$ cat config.mk
export PLATFORM = sky130hd
export DESIGN_NAME = countdown_timer
export DESIGN_NICKNAME = d
export VERILOG_FILES = /design/src/rtl/countdown_pkg.sv /design/src/rtl/rise_detect.sv /design/src/rtl/countdown_timer.sv
export SDC_FILE = /design/constraint.sdc
export NUM_CORES = 1
export LEC_CHECK = 0
export CORE_MARGIN = 2
export CORE_UTILIZATION = 50
export DETAILED_ROUTE_END_ITERATION = 16
export GPL_ROUTABILITY_DRIVEN = 0
export PLACE_DENSITY_LB_ADDON = 0.08
export SLEW_MARGIN = 0
export SYNTH_ARGS = -nofsm -noshare
export SYNTH_HDL_FRONTEND = slang
export SYNTH_SLANG_ARGS = --single-unit
$ cat constraint.sdc
create_clock -name clk -period 4.8 [get_ports clk]
set_input_delay 0.72 -clock clk [delete_from_list [all_inputs] [get_ports clk]]
set_output_delay 0.72 -clock clk [all_outputs]
set_load 0.01 [all_outputs]
$ cat src/rtl/countdown_pkg.sv
// Shared types and BCD helpers for the countdown timer.
package countdown_pkg;

  typedef enum logic [1:0] {
    IDLE    = 2'd0,
    RUN     = 2'd1,
    PAUSE   = 2'd2,
    EXPIRED = 2'd3
  } state_e;

  typedef logic [3:0] bcd_t;

  function automatic bcd_t bcd_tens(input int value);
    return bcd_t'(value / 10);
  endfunction

  function automatic bcd_t bcd_ones(input int value);
    return bcd_t'(value % 10);
  endfunction

  function automatic int bcd_to_int(input bcd_t tens, input bcd_t ones);
    return int'(tens) * 10 + int'(ones);
  endfunction

endpackage

$ cat src/rtl/rise_detect.sv
// Registered rising-edge detector; produces one pulse per rise of sig.
// A rise is only recognised once sig has been seen low after reset.
module rise_detect (
  input  logic clk,
  input  logic rst_n,
  input  logic sig,
  output logic pulse
);

  logic sig_q;
  logic armed_q;
  logic pulse_q;

  // NOTE: sequential state uses non-blocking assignments so every flop samples
  // pre-edge values, independent of statement order.
  always_ff @(posedge clk or negedge rst_n) begin
    if (!rst_n) begin
      sig_q   <= 1'b0;
      armed_q <= 1'b0;
      pulse_q <= 1'b0;
    end else begin
      sig_q   <= sig;
      armed_q <= armed_q | ~sig;
      pulse_q <= sig & ~sig_q & armed_q;
    end
  end

  assign pulse = pulse_q;

endmodule

$ cat src/rtl/countdown_timer.sv
// BCD seconds countdown timer with start/pause control and done pulse.
// Optional low-time warning output enabled by defining COUNTDOWN_WARN_EN.
module countdown_timer
  import countdown_pkg::*;
#(
  parameter int START_SECS = 30,
  parameter int WARN_SECS  = 5
) (
  input  logic       clk,
  input  logic       rst_n,
  input  logic       clk_div,
  input  logic       start,
  input  logic       pause,
  output logic [3:0] secs_tens,
  output logic [3:0] secs_ones,
  output logic       running,
  output logic       expired,
`ifdef COUNTDOWN_WARN_EN
  output logic       warn,
`endif
  output logic       done
);

  localparam bcd_t START_TENS = bcd_tens(START_SECS);
  localparam bcd_t START_ONES = bcd_ones(START_SECS);

  state_e state_q;
  bcd_t   tens_q;
  bcd_t   ones_q;
  logic   running_q;
  logic   expired_q;
  logic   done_q;
  logic   tick;

  bcd_t   dec_tens;
  bcd_t   dec_ones;
  logic   dec_last;

  rise_detect u_tick (
    .clk   (clk),
    .rst_n (rst_n),
    .sig   (clk_div),
    .pulse (tick)
  );

  // NOTE: every always_comb output gets a default first so no path can
  // leave it unassigned and infer a latch.
  always_comb begin
    dec_tens = tens_q;
    dec_ones = ones_q - 4'd1;
    dec_last = (tens_q == 4'd0) && (ones_q == 4'd1);
    if (ones_q == 4'd0) begin
      dec_ones = 4'd9;
      dec_tens = tens_q - 4'd1;
    end
  end

  always_ff @(posedge clk or negedge rst_n) begin
    if (!rst_n) begin
      state_q   <= IDLE;
      tens_q    <= START_TENS;
      ones_q    <= START_ONES;
      running_q <= 1'b0;
      expired_q <= 1'b0;
      done_q    <= 1'b0;
    end else begin
      done_q <= 1'b0;
      // start overrides everything, including a coincident tick or pause
      if (start) begin
        state_q   <= RUN;
        tens_q    <= START_TENS;
        ones_q    <= START_ONES;
        running_q <= 1'b1;
        expired_q <= 1'b0;
      end else begin
        case (state_q)
          RUN: begin
            if (pause) begin
              state_q   <= PAUSE;
              running_q <= 1'b0;
            end else if (tick) begin
              tens_q <= dec_tens;
              ones_q <= dec_ones;
              if (dec_last) begin
                state_q   <= EXPIRED;
                running_q <= 1'b0;
                expired_q <= 1'b1;
                done_q    <= 1'b1;
              end
            end
          end
          PAUSE: begin
            if (!pause) begin
              state_q   <= RUN;
              running_q <= 1'b1;
            end
          end
          default: begin
          end
        endcase
      end
    end
  end

`ifdef COUNTDOWN_WARN_EN
  logic warn_q;
  logic warn_hit;
  int   dec_secs;

  always_comb begin
    dec_secs = bcd_to_int(dec_tens, dec_ones);
    warn_hit = (dec_secs != 0) && (dec_secs <= WARN_SECS);
  end

  // Warn only changes when the count changes; it holds through PAUSE.
  always_ff @(posedge clk or negedge rst_n) begin
    if (!rst_n) begin
      warn_q <= 1'b0;
    end else if (start) begin
      warn_q <= 1'b0;
    end else if ((state_q == RUN) && !pause && tick) begin
      warn_q <= warn_hit;
    end
  end

  assign warn = warn_q;
`endif

  assign secs_tens = tens_q;
  assign secs_ones = ones_q;
  assign running   = running_q;
  assign expired   = expired_q;
  assign done      = done_q;

endmodule

==> results.yml <==
global_route:
  grt_pass1_vias: 613
  grt_use_total_pct: 19.3
  grt_pass1_wl_um: 2730
  antenna_found_initial: 0
  gr-total-overflow: 0
  grt_max_degree: 17
synthesis:
  async_flop_share_pct: 100
  synth_ff_type: "dfrtp_1"
  ys_seq_area_share_pct: 48.9
  syn_nets: 90
  yosysTopAreaCellShare_pct: 42.6
  syn_inst: 80
  yosysWarnings: 0
  synth_seq_cells: 16
  synth_cell_type_count: 31
  synthTopCellsByCount: "14 x dfrtp_1, 8 x inv_1"
  syn_area_per_cell_sq_um: 10.3
  synth-edff-count: 0
  synth_top_area_cell: "dfrtp_1"
  synthTopCellsByArea: "dfrtp_1 43%, ha_1 7.6%, dfstp_2 6.4%, inv_1 3.6%, nor3b_1 3.6%"
  synthesis.area_sq_um: 823
  synth.most_common_cell: "dfrtp_1"
clock_tree:
  tritoncts: "done"
  cts_max_level: 1
  clock-root-buffer: "clkbuf_4"
  clock_sinks: 16
  holdBufCountCts: 0
  cts_buffers: 3
  post-cts-setup-buffer-count: 0
  ctsResizeCount: 0
  path_clk_slew_ps: 90
  clk_latency_ps: 280
  cts_buffer_depth: 2
worst_hold_path:
  hold_class: "flip-flop to flip-flop"
  whs_path_depth: 1
worst_setup_path:
  cp.required_ps: 4080
  path_buf_inv: 1
  cp_max_fo: 4
  startpoint_type: "flip-flop"
  cp_num_cells: 1
  cpPeakStageDelay_ps: 560
  critPathTopFamily: "flip-flops"
  end_kind: "primary output"
  critical_path_class: "flip-flop to primary output"
  ff2ff_path_depth: 5
  worst_ep_arrival_time_ps: 1380
  crit_path_top_delay_cell: "dfstp_2"
  cp_cell_sequence: "clkdlybuf4s50_1"
finish:
  design_area_sq_um: 1020
  n_antenna_cell: 0
  synthToLayoutAreaGrowth_pct: 24.0
  fin_nets: 108
  drive_gt1_share_pct: 10.3
routing:
  routedWlPerCell_um: 14.7
  wl_met3_um: 44
  dr_wl_met2_um: 835
  via_per_inst: 5.79
  drc: 0
  routed_wl_um: 1670
  dr_total_vias: 654
  drt_iter0_markers: 8
  drtPass1Iterations: 4
  top_layer: "met4"
  wl_met1_um: 771
  ant_nets: 0
timing:
  skew_ps: 1.17
  rsz0062_at_grt: "false"
  fmax_ghz: 0.476
  tightest_slew_ps: 687
  slew_viol_final: 0
  relSlewSlack_pct: 54.0
  final.setup.tns_ps: 0
  finalSetupViolations: 0
  finalCritPeriodShare_pct: 43.7
  hold_slack_ps: 405
  final-hold-violation-count: 0
  period_needed_ps: 2100
  setup_ws_ps: 2700
power_and_ir_drop:
  leakage_nw: 0.449
  total_power_w: 0.000268
  switching_power_w: 0.0000658
  pwr-share-seq_pct: 54.7
  swShare_pct: 24.5
  pwr_density_cell_nw_per_um2: 263
  p_int_w: 0.000202
  max-vdd-ir-drop_uv: 219
  p_clk_share_pct: 32.8
  combinationalPowerShare_pct: 12.6
floorplanning:
  io_pins: 16
  coreArea_sq_um: 1520
  die-area_sq_um: 1990
  rows: 14
  initial_utilization_pct: 54.0
  die_w_um: 44.6
  die_y_um: 44.6
place:
  dp_hpwl_um: 1240
  place_area_sq_um: 985
  dp_slack_ps: 2450
  io_buffers: 15
status:
  status: "completed"
job:
  cap_violations: 0
power groups by stage:
stage               sequential, W  clock (W)  combinational, W
floorplan                0.000149          0         0.0000178
finish                   0.000147  0.0000878         0.0000337
detailed placement       0.000149          0         0.0000340
global route             0.000148  0.0000960         0.0000382
CTS                      0.000147  0.0000911         0.0000343
global placement         0.000149          0         0.0000330
final timing paths:
| check | start | to | slack [ps] |
|---|---|---|---|
| setup / recovery | secs_tens[0] | secs_tens[0] | 2700 |
| hold / removal | u_tick.sig_q | u_tick.pulse | 400 |
| setup reg to reg | secs_ones[0] | secs_tens[3] | 2830 |
| hold reg to reg | u_tick.sig_q | u_tick.pulse | 400 |
| max in group asynchronous | rst_n | secs_ones[2] | 3520 |
| min in group asynchronous | rst_n | done | 850 |
flip-flops by register name (all words and copies together) (netlist names):
register and flops:
u_tick.sig_q 1, expired 1, running 1, secs_tens 4, u_tick.pulse 1, state_q 2
u_tick.armed_q 1, secs_ones 4, done 1
cells in the final DEF, fill, tap and decap left out, drive strengths merged, types with 2 or more instances in the layout:
| cell | netlist | final |
|---|---|---|
| a211oi | 2 | 2 |
| clkbuf | 1 | 4 |
| nand2 | 3 | 3 |
| ha | 5 | 5 |
| inv | 8 | 8 |
| a31oi | 3 | 3 |
| a21oi | 5 | 5 |
| nand3 | 3 | 3 |
| and4bb | 2 | 2 |
| nor3b | 4 | 4 |
| dfrtp | 14 | 14 |
| o21ai | 5 | 5 |
| nor2 | 5 | 5 |
| dfstp | 2 | 2 |
| clkdlybuf4s50 | 0 | 15 |
| or3 | 2 | 2 |
metal layers:
metal	track usage, %	vias to the layer above
met3	3.67	2
li1	-	325
met1	26.1	313
met2	31.6	14
met5	0	-
met4	5.45	0
kinds of logic after synthesis:
kind of cell    share of synthesized area [%]
buf+inv                                  4.71
flops                                    48.9
compound gates                           16.1
fa+ha+maj                                7.60
simple gates                             21.3
mux                                      1.37
layout make-up:
cell class	instances	area, sq um
sequential	16	403
clock buffer	4	36.3
tap	16	20.0
fill	136	503
timing repair buffer	15	150
inverter	8	30.0
multi-input combinational	54	382
metrics by stage:
stage,utilization [%],cells
after detailed placement,64.6,109
final,67.0,113
after global placement,64.6,109
after floorplan,-,80
after CTS,67.0,113
after global routing,67.0,113
Note: power is estimated with default switching activity, not from simulation.
